### config.mk
export PLATFORM = sky130hd
export DESIGN_NAME = q_packet_tx
export DESIGN_NICKNAME = d
export VERILOG_FILES = /design/src/rtl/q_packet_tx_pkg.sv /design/src/rtl/q_packet_tx_max_scan.sv /design/src/rtl/q_packet_tx.sv
export SDC_FILE = /design/constraint.sdc
export NUM_CORES = 1
export LEC_CHECK = 0
export BUFFER_PORTS_ARGS = -buffer_cell sky130_fd_sc_hd__buf_2
export CORE_ASPECT_RATIO = 0.7
export CORE_MARGIN = 5
export CORE_UTILIZATION = 25
export CTS_CLUSTER_DIAMETER = 40
export CTS_CLUSTER_SIZE = 8
export DETAILED_ROUTE_END_ITERATION = 12
export MAX_ROUTING_LAYER = met4
export PLACE_DENSITY = 0.54
export SYNTH_ARGS = -nofsm -noshare
export SYNTH_HDL_FRONTEND = slang
export SYNTH_HIERARCHICAL = 1
export SYNTH_SLANG_ARGS = --single-unit
### constraint.sdc
create_clock -name clk -period 2.6 [get_ports clk]
set_clock_uncertainty 0.15 [all_clocks]
set_input_delay 0.13 -clock clk [delete_from_list [all_inputs] [get_ports clk]]
set_output_delay 0.13 -clock clk [all_outputs]
set_load 0.01 [all_outputs]
### src/rtl/q_packet_tx_pkg.sv
// q_packet_tx_pkg
// Shared definitions for the Q-routing packet transmitter:
//   - table/stream word width and neighbour-table index width
//   - packet-type codes carried in word 0
//   - word-position constants for the outgoing packet
//   - FSM state encoding
//   - NO_ROUTE_ID, the next-hop ID reported when the table is empty
package q_packet_tx_pkg;

  localparam int WORD_WIDTH = 16;
  localparam int IDX_WIDTH  = 5;

  // Packet-type codes (upper three bits of word 0).
  localparam logic [2:0] PKT_BEACON = 3'b001;
  localparam logic [2:0] PKT_HELLO  = 3'b010;
  localparam logic [2:0] PKT_ACK    = 3'b011;
  localparam logic [2:0] PKT_DATA   = 3'b101;

  // Word positions inside the outgoing packet.
  localparam logic [2:0] W_TYPE     = 3'd0;
  localparam logic [2:0] W_NODE_ID  = 3'd1;
  localparam logic [2:0] W_HOPS     = 3'd2;
  localparam logic [2:0] W_CLUSTER  = 3'd3;
  localparam logic [2:0] W_ENERGY   = 3'd4;
  localparam logic [2:0] W_BEST_Q   = 3'd5;
  localparam logic [2:0] W_BEST_ID  = 3'd6;
  localparam logic [2:0] W_CHECKSUM = 3'd7;

  localparam logic [WORD_WIDTH-1:0] NO_ROUTE_ID = 16'hFFFF;

  typedef enum logic [1:0] {
    ST_IDLE = 2'd0,
    ST_SCAN = 2'd1,
    ST_SEND = 2'd2,
    ST_DONE = 2'd3
  } state_e;

endpackage

### src/rtl/q_packet_tx_max_scan.sv
// q_max_scan
// Pipelined argmax over the neighbour table. A start pulse loads the entry
// count and clears the running best (bestQ=0, bestID=NO_ROUTE_ID). One read
// address is issued per cycle; the table answers one cycle later, so the
// compare for index i happens in the cycle after index i was issued.
// scan_done is high in the cycle of the final compare; best_q/best_id hold
// the final result from the following cycle on.
// Ports:
//   clk, rst         clock, synchronous active-high reset
//   start            load count and clear the running best
//   count            number of entries to scan (already saturated)
//   rd_index         table read address
//   src_id, q_value  table read data (one cycle after rd_index)
//   best_q, best_id  running / final maximum
//   scan_done        final compare in progress this cycle
module q_max_scan
  import q_packet_tx_pkg::*;
(
  input  logic                  clk,
  input  logic                  rst,
  input  logic                  start,
  input  logic [IDX_WIDTH:0]    count,
  output logic [IDX_WIDTH-1:0]  rd_index,
  input  logic [WORD_WIDTH-1:0] src_id,
  input  logic [WORD_WIDTH-1:0] q_value,
  output logic [WORD_WIDTH-1:0] best_q,
  output logic [WORD_WIDTH-1:0] best_id,
  output logic                  scan_done
);

  logic                  active_q, active_d;
  logic [IDX_WIDTH:0]    iss_cnt_q, iss_cnt_d;
  logic [IDX_WIDTH:0]    count_q, count_d;
  logic                  cmp_vld_q, cmp_vld_d;
  logic                  first_q, first_d;
  logic [WORD_WIDTH-1:0] best_q_q, best_q_d;
  logic [WORD_WIDTH-1:0] best_id_q, best_id_d;
  logic                  issue;

  always_ff @(posedge clk) begin
    if (rst) begin
      active_q  <= 1'b0;
      iss_cnt_q <= '0;
      count_q   <= '0;
      cmp_vld_q <= 1'b0;
      first_q   <= 1'b0;
      best_q_q  <= '0;
      best_id_q <= NO_ROUTE_ID;
    end else begin
      active_q  <= active_d;
      iss_cnt_q <= iss_cnt_d;
      count_q   <= count_d;
      cmp_vld_q <= cmp_vld_d;
      first_q   <= first_d;
      best_q_q  <= best_q_d;
      best_id_q <= best_id_d;
    end
  end

  assign issue     = active_q && (iss_cnt_q < count_q);
  // The last compare is the one whose address was issued when the issue
  // counter reached count.
  assign scan_done = active_q && cmp_vld_q && (iss_cnt_q == count_q);
  assign rd_index  = iss_cnt_q[IDX_WIDTH-1:0];
  assign best_q    = best_q_q;
  assign best_id   = best_id_q;

  always_comb begin
    active_d  = active_q;
    iss_cnt_d = iss_cnt_q;
    count_d   = count_q;
    cmp_vld_d = cmp_vld_q;
    first_d   = first_q;
    best_q_d  = best_q_q;
    best_id_d = best_id_q;
    if (start) begin
      active_d  = (count != '0);
      iss_cnt_d = '0;
      count_d   = count;
      cmp_vld_d = 1'b0;
      first_d   = 1'b1;
      best_q_d  = '0;
      best_id_d = NO_ROUTE_ID;
    end else begin
      cmp_vld_d = issue;
      if (issue) iss_cnt_d = iss_cnt_q + 1'b1;
      if (cmp_vld_q) begin
        // Strict compare: on a tie the earlier (lower) index is kept.
        if (first_q || (q_value > best_q_q)) begin
          best_q_d  = q_value;
          best_id_d = src_id;
        end
        first_d = 1'b0;
      end
      if (scan_done) active_d = 1'b0;
    end
  end

endmodule

### src/rtl/q_packet_tx.sv
// q_packet_tx
// On an accepted start pulse, latches the node's own fields, scans the
// neighbour table for the highest Q-value (q_max_scan) and streams the packet
//   W0={packetType,0}, W1 myNodeID, W2 myHops, W3 myClusterID, W4 myEnergy,
//   W5 bestQ, W6 bestID [, W7 XOR of W0..W6 when TX_CHECKSUM_EN is defined]
// over a valid/ready stream.
// Handshake: a word transfers on a rising edge where tx_valid & tx_ready;
// once tx_valid is high it stays high with tx_data stable until that edge.
// Build macro: TX_CHECKSUM_EN adds the checksum word (8-word packet).
// Ports:
//   clk, nrst                      clock, synchronous active-high reset
//   en                             start pulse (IDLE only)
//   myNodeID/myHops/myClusterID/myEnergy, packetType, neighborCount
//                                  packet inputs, latched on accepted en
//   rd_index, mSourceID, mQValue   neighbour-table read port
//   tx_data, tx_valid, tx_ready    output stream
//   busy, noRoute, done            status
//   state_dbg                      current FSM state (state_e encoding)
module q_packet_tx
  import q_packet_tx_pkg::*;
(
  input  logic                  clk,
  input  logic                  nrst,
  input  logic                  en,
  input  logic [WORD_WIDTH-1:0] myNodeID,
  input  logic [WORD_WIDTH-1:0] myHops,
  input  logic [WORD_WIDTH-1:0] myClusterID,
  input  logic [WORD_WIDTH-1:0] myEnergy,
  input  logic [2:0]            packetType,
  input  logic [WORD_WIDTH-1:0] neighborCount,
  output logic [IDX_WIDTH-1:0]  rd_index,
  input  logic [WORD_WIDTH-1:0] mSourceID,
  input  logic [WORD_WIDTH-1:0] mQValue,
  output logic [WORD_WIDTH-1:0] tx_data,
  output logic                  tx_valid,
  input  logic                  tx_ready,
  output logic                  busy,
  output logic                  noRoute,
  output logic                  done,
  output logic [1:0]            state_dbg
);

`ifdef TX_CHECKSUM_EN
  localparam logic [2:0] LAST_WORD = W_CHECKSUM;
`else
  localparam logic [2:0] LAST_WORD = W_BEST_ID;
`endif

  localparam logic [WORD_WIDTH-1:0] MAX_COUNT = WORD_WIDTH'(1 << IDX_WIDTH);

  state_e                state_q, state_d;
  logic [2:0]            ptype_q, ptype_d;
  logic [WORD_WIDTH-1:0] node_id_q, node_id_d;
  logic [WORD_WIDTH-1:0] hops_q, hops_d;
  logic [WORD_WIDTH-1:0] cluster_q, cluster_d;
  logic [WORD_WIDTH-1:0] energy_q, energy_d;
  logic                  no_route_q, no_route_d;
  logic [2:0]            word_cnt_q, word_cnt_d;

  logic                  accept;
  logic                  hs;
  logic [IDX_WIDTH:0]    cnt_sat;
  logic [WORD_WIDTH-1:0] best_q, best_id;
  logic                  scan_done;
  logic [WORD_WIDTH-1:0] word_mux;

  assign accept  = (state_q == ST_IDLE) && en;
  assign hs      = (state_q == ST_SEND) && tx_ready;
  assign cnt_sat = (neighborCount > MAX_COUNT) ? MAX_COUNT[IDX_WIDTH:0]
                                               : neighborCount[IDX_WIDTH:0];

  q_max_scan u_scan (
    .clk       (clk),
    .rst       (nrst),
    .start     (accept),
    .count     (cnt_sat),
    .rd_index  (rd_index),
    .src_id    (mSourceID),
    .q_value   (mQValue),
    .best_q    (best_q),
    .best_id   (best_id),
    .scan_done (scan_done)
  );

  // State and datapath registers.
  always_ff @(posedge clk) begin
    if (nrst) begin
      state_q    <= ST_IDLE;
      ptype_q    <= '0;
      node_id_q  <= '0;
      hops_q     <= '0;
      cluster_q  <= '0;
      energy_q   <= '0;
      no_route_q <= 1'b0;
      word_cnt_q <= '0;
    end else begin
      state_q    <= state_d;
      ptype_q    <= ptype_d;
      node_id_q  <= node_id_d;
      hops_q     <= hops_d;
      cluster_q  <= cluster_d;
      energy_q   <= energy_d;
      no_route_q <= no_route_d;
      word_cnt_q <= word_cnt_d;
    end
  end

  // Next-state logic.
  always_comb begin
    state_d = state_q;
    case (state_q)
      ST_IDLE: if (en) state_d = (cnt_sat == '0) ? ST_SEND : ST_SCAN;
      ST_SCAN: if (scan_done) state_d = ST_SEND;
      ST_SEND: if (hs && (word_cnt_q == LAST_WORD)) state_d = ST_DONE;
      ST_DONE: state_d = ST_IDLE;
      default: state_d = ST_IDLE;
    endcase
  end

  // Latched packet fields, no-route flag and word counter.
  always_comb begin
    ptype_d    = ptype_q;
    node_id_d  = node_id_q;
    hops_d     = hops_q;
    cluster_d  = cluster_q;
    energy_d   = energy_q;
    no_route_d = no_route_q;
    word_cnt_d = word_cnt_q;
    if (accept) begin
      ptype_d    = packetType;
      node_id_d  = myNodeID;
      hops_d     = myHops;
      cluster_d  = myClusterID;
      energy_d   = myEnergy;
      no_route_d = (cnt_sat == '0);
      word_cnt_d = '0;
    end else if (hs && (word_cnt_q != LAST_WORD)) begin
      word_cnt_d = word_cnt_q + 1'b1;
    end
  end

  // Word selection for the current packet position.
  always_comb begin
    word_mux = '0;
    case (word_cnt_q)
      W_TYPE:    word_mux = {ptype_q, {(WORD_WIDTH-3){1'b0}}};
      W_NODE_ID: word_mux = node_id_q;
      W_HOPS:    word_mux = hops_q;
      W_CLUSTER: word_mux = cluster_q;
      W_ENERGY:  word_mux = energy_q;
      W_BEST_Q:  word_mux = best_q;
      W_BEST_ID: word_mux = best_id;
`ifdef TX_CHECKSUM_EN
      W_CHECKSUM: word_mux = {ptype_q, {(WORD_WIDTH-3){1'b0}}} ^ node_id_q ^
                             hops_q ^ cluster_q ^ energy_q ^ best_q ^ best_id;
`endif
      default:   word_mux = '0;
    endcase
  end

  // Outputs decoded from the state register.
  always_comb begin
    busy      = (state_q != ST_IDLE);
    tx_valid  = (state_q == ST_SEND);
    done      = (state_q == ST_DONE);
    tx_data   = (state_q == ST_SEND) ? word_mux : '0;
    noRoute   = no_route_q;
    state_dbg = state_q;
  end

endmodule

==> results of run 1 <==
==> worst max-delay path by stage <==
stage | from | to | slack, ns | depth (start not counted)
4_1_cts | word_cnt_q[0] | tx_data[13] | 0.04 | 8
5_1_grt | word_cnt_q[1] | tx_data[0] | -0.03 | 9
3_3_place_gp | u_scan/best_q[14] | u_scan/best_id[9] | 0.32 | 9
2_1_floorplan | state_dbg[0] | u_scan/best_q[0] | 0.24 | 10
3_5_place_dp | u_scan/best_q[14] | u_scan/best_id[0] | 0.28 | 9
6_report | word_cnt_q[1] | tx_data[7] | 0.08 | 8
==> layer usage <==
metal	up-vias	track usage, %	share of wire [%]
li1	2968	-	-
met1	2693	21.9	51
met2	159	23.1	43
met3	20	3.75	4.7
met4	0	4.10	1.4
met5	-	-	0
==> worst max-delay path, cell delays in order, from the launching register on <==
cell                       delay (ns)
sky130_fd_sc_hd__dfxtp_2         0.35
sky130_fd_sc_hd__inv_1           0.07
sky130_fd_sc_hd__ha_2            0.22
sky130_fd_sc_hd__buf_4           0.20
sky130_fd_sc_hd__a221oi_1        0.55
sky130_fd_sc_hd__a21oi_1         0.11
sky130_fd_sc_hd__a21oi_1         0.14
sky130_fd_sc_hd__nor2_1          0.05
sky130_fd_sc_hd__buf_2           0.14
==> sequential cells by signal, indices dropped and copies added (netlist names), 3 cells and up <==
register,cells
u_scan/iss_cnt_q,6
hops_q,16
u_scan/best_q,16
u_scan/count_q,6
energy_q,16
ptype_q,3
node_id_q,16
word_cnt_q,3
cluster_q,16
u_scan/best_id,16
==> metrics by stage <==
step / instances / hold slack (ns) / instance area (um2) / TNS, ns
global placement: 1162 / 0.226 / 6970 / 0
detailed placement: 1162 / 0.224 / 6970 / 0
CTS: 1300 / 0.100 / 8600 / 0
global route: 1300 / 0.130 / 8620 / -0.0647
finish: 1300 / 0.113 / 8620 / 0
floorplan: 727 / 0.116 / 5880 / 0
==> layout by cell type, fill, tap and decap left out, drive strengths merged, types with 2 or more instances in the layout <==
master,netlist,routed
a21o,3,3
a221oi,9,9
and2,6,6
o21ai,2,2
a221o,2,2
nand2,180,180
dlygate4sd3,0,106
nor2b,2,2
o41ai,2,2
nand4,4,4
dfxtp,120,120
a21oi,105,105
nor3,6,6
a222oi,19,19
clkinv,0,7
xnor2,5,5
mux2,10,10
or4,2,2
and3,2,2
nor4,2,2
clkbuf,30,17
ha,33,33
clkinvlp,0,6
inv,37,38
buf,23,170
nand3,7,7
mux2i,43,43
nor2,63,63
==> final cells by class <==
cell class / count / area, um2
Clock buffer: 17 / 425
Tap cell: 318 / 398
Fill cell: 2487 / 14800
Inverter: 37 / 139
Sequential cell: 120 / 2410
Multi-Input combinational cell: 517 / 3120
Timing Repair Buffer: 276 / 2000
Clock inverter: 15 / 130
==> power by group through the flow <==
stage	clock network [uW]	logic [uW]	registers, uW
floorplan	0	1140	2200
global placement	0	1680	2230
detailed placement	0	1690	2240
CTS	2270	1820	2200
global route	2370	2020	2230
finish	2230	1820	2200
==> repair_timing <==
action / in CTS / in global routing
pin swaps: 3 / 1
endpoints found under the hold margin: 108 / 0
setup endpoints to repair: 4 / 9
hold buffers: 106 / 0
gates resized for setup: 4 / 5
gates cloned: 0 / 0
==> logic make-up after synthesis <==
kind of cell | synth area share (%)
simple gates | 19.0
compound gates | 16.4
flops | 40.8
buf+inv | 6.76
mux | 9.23
fa+ha+maj | 7.02
xor+xnor | 0.744
==> results.ini, run 1 <==
[die]
placementRows=47
io-pin-count=146
chipWidth_um=193
floorplan.initialDensity_pct=25.1
design.die.area_um2=26700
core_area_um2=23400
dieHeight_um=138

[route]
total_drc_errors_in_the_routed_layout=0
number_of_drc_violations_after_detailed_routing_iteration_0=331
postRouteWirelength_mm=20.7
viasPerCell=4.49
final_antenna_net_count=0
detail_route.wl_per_cell_um=16.0
drtPass1Iterations=5
num_vias=5840

[logic_synthesis]
synth-seq-cells=120
syn-mean-instance-area_um2=8.09
leading_cell_types_by_total_area_after_synthesis=sky130_fd_sc_hd__dfxtp_1 41%, sky130_fd_sc_hd__nand2_1 11%, sky130_fd_sc_hd__a21oi_1 8.8%, sky130_fd_sc_hd__mux2i_1 7.3%, sky130_fd_sc_hd__ha_1 7.0%
yosysUniqueCellTypes=43
synth.yosys.seq_area_share_pct=40.8
synthCells=727
library_cell_with_the_highest_instance_count_after_synthesis=sky130_fd_sc_hd__nand2_1
synth-warning-count=6
yosys-top-cells-count=180 x sky130_fd_sc_hd__nand2_1, 120 x sky130_fd_sc_hd__dfxtp_1, 104 x sky130_fd_sc_hd__a21oi_1
library_cell_with_the_largest_summed_area_after_synthesis=sky130_fd_sc_hd__dfxtp_1
fraction_of_synthesis_flops_using_an_asynchronous_set_or_reset_pin_pct=0
synth-edff-count=0
synthFlopType=sky130_fd_sc_hd__dfxtp_1
syn-cell-area_um2=5880
synthDominantCellAreaShare_pct=40.8
syn-num-nets=879

[critical_path]
worstReg2RegEnd=u_scan/best_id[4]
r2r_cells=9
rrSetupSlack_ns=0.26
path_max_fanout=11
r2r-start=u_scan/best_q[14]
start_kind=flop
cp_data_arrival_time_ns=2.24
worstSetupEndpointType=output pin
worst_ep_required_time_ns=2.32
crit_type=flop to output pin

[power]
max-vdd-ir-drop_mv=0.536
report.power.total_uw=6250
p_int_uw=4080
netSwitchingFraction_pct=34.7
p_per_area_nw_per_um2=725
p_sw_uw=2170
clock_power_share_pct=35.7
seq_power_share_pct=35.3
p_leak_uw=0.00346
comb_power_share_pct=29.1

[place]
routabilityCongestion=0.821
dp_worst_setup_slack_ns=0.283
port_buffers=145
detailedPlacementHpwl_mm=14.9

[worst_hold_path]
whs_path_depth=3
hold_end=u_scan/count_q[5]
hold_path.class=input port to flop
timing.hold.worst.start=nrst

[cells_and_area]
final_layout_size_suffix_gt1_share_pct=23.5
fin_util_pct=36.8
num_antenna_cells=0
finish.net_count=1121
synthToLayoutAreaGrowth_pct=46.5

[clock_network]
clock_sink_count=120
max-clock-path-buffers=2
cts.clk_slew.worst_paths_ns=0.06
post_cts.repair.setup_buffers=0
later_pin_clock_latency_in_the_skew_report_ns=0.43
cts_inserted_buffers=17
cts-root-buf=sky130_fd_sc_hd__clkbuf_16
h-tree-depth=4
tritoncts=built

[global_routing]
grtUsageTotal_pct=15.8
grt_pass1_vias=5765
grt_first_pass_wirelength_mm=32.5
grt_overflow=0
grt_start_max_net_pins=69
antenna_found_initial=0

[run]
drv.max_cap_violation_count=0

[timing]
fmaxAchievable_mhz=397
finalHoldViolations=0
slew-limit-headroom_pct=47.4
setup_viol=0
finalWorstPathRequiredPeriod_ns=2.52
fin_ws_ns=0.0782
rsz0062_at_grt=true
final_max_slew_viol_count=0
tightestPinTransition_ns=0.788
finalCritPeriodShare_pct=97.0

[status]
outcome=complete, no violations

Power figures use the tool's default switching activity.
==> run 2: changes to the inputs <==
--- a/config.mk
+++ b/config.mk
@@ -13,7 +13,7 @@
 export CTS_CLUSTER_SIZE = 8
 export DETAILED_ROUTE_END_ITERATION = 12
 export MAX_ROUTING_LAYER = met4
-export PLACE_DENSITY = 0.54
+export PLACE_DENSITY_LB_ADDON = 0.25
 export SYNTH_ARGS = -nofsm -noshare
 export SYNTH_HDL_FRONTEND = slang
 export SYNTH_HIERARCHICAL = 1
==> results.ini, run 2 (same netlist as run 1, synthesis figures left out) <==
[cells_and_area]
n_fill_cell=2484  ; -0.12%
synthToLayoutAreaGrowth_pct=47.2
finish.net_count=1118  ; -0.27%
fin_util_pct=37.0  ; +0.18 points
num_antenna_cells=0  ; unchanged
layout.cells.most_common_list=179 x sky130_fd_sc_hd__nand2_1, 145 x sky130_fd_sc_hd__buf_2, 118 x sky130_fd_sc_hd__dfxtp_1
final_layout_size_suffix_gt1_share_pct=23.4  ; -0.13 points
finish.cell_count_without_fillers=1297  ; -0.23%
most_common_cell_after_layout_fill_and_taps_aside=sky130_fd_sc_hd__nand2_1

[worst_hold_path]
hold_path.class=input port to flop

[timing]
setup_viol=0  ; unchanged
finalWorstPathRequiredPeriod_ns=2.48  ; -0.0428 ns
rsz0062_at_grt=false
slew-limit-headroom_pct=48.9  ; +1.4 points
finalCritPeriodShare_pct=95.3  ; -1.6 points
fmaxAchievable_mhz=403  ; +1.7%
setup-tns-final_ns=0  ; unchanged
finalHoldViolations=0  ; unchanged
tightestPinTransition_ns=0.767  ; -0.0212 ns
final_max_slew_viol_count=0  ; unchanged
worst_hold_slack_ns=0.0288  ; -0.0840 ns

[power]
p_per_area_nw_per_um2=737  ; +1.7%
p_leak_uw=0.00347  ; +0.37%
max-vdd-ir-drop_mv=0.595  ; +11%

[die]
floorplan.initialDensity_pct=25.1  ; unchanged
core_area_um2=23400  ; unchanged
dieHeight_um=138  ; unchanged
placementRows=47  ; unchanged
io-pin-count=146  ; unchanged
design.die.area_um2=26700  ; unchanged
chipWidth_um=193  ; unchanged

[global_routing]
grt_busiest_layer=met2
grt_first_pass_wirelength_mm=32.8  ; +0.91%
gr-usage-met3_pct=3.65  ; -0.097 points
grt_start_max_net_pins=82  ; +19%
antenna_found_initial=0  ; unchanged
grt_overflow=0  ; unchanged
grtUsageMet1_pct=22.4  ; +0.42 points
grtUsageTotal_pct=15.8  ; +0.019 points
grt_pass1_vias=5859  ; +1.6%
gr-usage-met2_pct=22.7  ; -0.41 points

[route]
total_drc_errors_in_the_routed_layout=0  ; unchanged
viasPerCell=4.51  ; +0.28%
final_antenna_net_count=0  ; unchanged
num_vias=5843  ; +0.051%
postRouteWirelength_mm=20.6  ; -0.66%
drtPass1Iterations=5  ; unchanged
detail_route.wl_per_cell_um=15.9  ; -0.43%
number_of_drc_violations_after_detailed_routing_iteration_0=425  ; +28%

[clock_network]
cts-root-buf=sky130_fd_sc_hd__clkbuf_16
cts_inserted_buffers=17  ; unchanged
clock_sink_count=120  ; unchanged
h-tree-depth=4  ; unchanged
post_cts.repair.setup_buffers=0  ; unchanged
cts.clk_slew.worst_paths_ns=0.06  ; about the same
max-clock-path-buffers=2  ; unchanged
tritoncts=built
later_pin_clock_latency_in_the_skew_report_ns=0.42  ; about the same

[critical_path]
worst_ep_required_time_ns=2.32  ; about the same
cp_data_arrival_time_ns=2.20  ; -0.04 ns
path_max_fanout=14  ; +3
worstSetupEndpointType=output pin
crit_type=flop to output pin
start_kind=flop

[place]
detailedPlacementHpwl_mm=14.8  ; -0.71%
port_buffers=145  ; unchanged
routabilityCongestion=0.776  ; -5.6%
place.detailed.instances=1161  ; -0.086%

[status]
outcome=complete, no violations

[run]
drv.max_cap_violation_count=0  ; unchanged

run 2: cell types whose count changed in the layout (fill, tap and decap cells not counted), moves of 2 or more:
| cell | delta |
|---|---|
| sky130_fd_sc_hd__buf_12 | +3 |
| sky130_fd_sc_hd__buf_4 | -5 |
| sky130_fd_sc_hd__clkbuf_8 | +2 |
| sky130_fd_sc_hd__clkinv_4 | -2 |
run 2: worst paths after layout:
| check | start | endpoint | slack, ns | cells past startpoint |
|---|---|---|---|---|
| max | word_cnt_q[0] | tx_data[15] | 0.12 | 8 |
| min | neighborCount[0] | u_scan/count_q[0] | 0.03 | 4 |
| max reg2reg | u_scan/best_q[14] | u_scan/best_id[11] | 0.35 | 9 |
| min reg2reg | cluster_q[7] | cluster_q[7] | 0.30 | 2 |
run 2: what timing repair did:
action                                 4_1_cts  5_1_grt
gates resized for setup                      3       11
setup endpoints to repair                    9        7
endpoints found under the hold margin      107        0
hold buffers                               105        0
pin swaps                                    1        3
run 2: layout make-up:
class	instances	area [um2]	area share, %
tap	318	398	4.59
multi-input combinational	517	3120	36.0
inverter	37	139	1.60
sequential	120	2410	27.8
clock buffer	20	457	5.27
timing repair buffer	273	2020	23.3
clock inverter	12	126	1.46
run 2: power breakdown:
part	switching (uW)	leakage [uW]	internal, uW
clock network	884	0.000274	1450
registers	147	0.000980	2060
logic	1120	0.00221	717
total	2150	0.00347	4230
run 2: metrics by stage:
stage                     instance area (um2)  power, uW  worst slack [ns]
after floorplan                          5880       3340             0.241
after global placement                   6990       3950             0.377
after detailed placement                 6990       3960             0.359
after CTS                                8620       6450           0.00951
after global routing                     8660       6750           0.00288
final                                    8660       6380             0.121
run 2: layer usage:
| layer | routed length, um | vias to the layer above |
|---|---|---|
| met5 | 0 | - |
| met4 | 252 | 0 |
| met3 | 1010 | 14 |
| met2 | 8840 | 164 |
| met1 | 10500 | 2703 |
| li1 | - | 2962 |
run 2: critical path, stage by stage (launching register included):
cell and delay, ns:
sky130_fd_sc_hd__dfxtp_4 0.37, sky130_fd_sc_hd__inv_1 0.06, sky130_fd_sc_hd__ha_2 0.22, sky130_fd_sc_hd__buf_12 0.16, sky130_fd_sc_hd__a222oi_1 0.49, sky130_fd_sc_hd__mux2i_1 0.15
sky130_fd_sc_hd__a21oi_1 0.15, sky130_fd_sc_hd__nor2_1 0.05, sky130_fd_sc_hd__buf_2 0.14
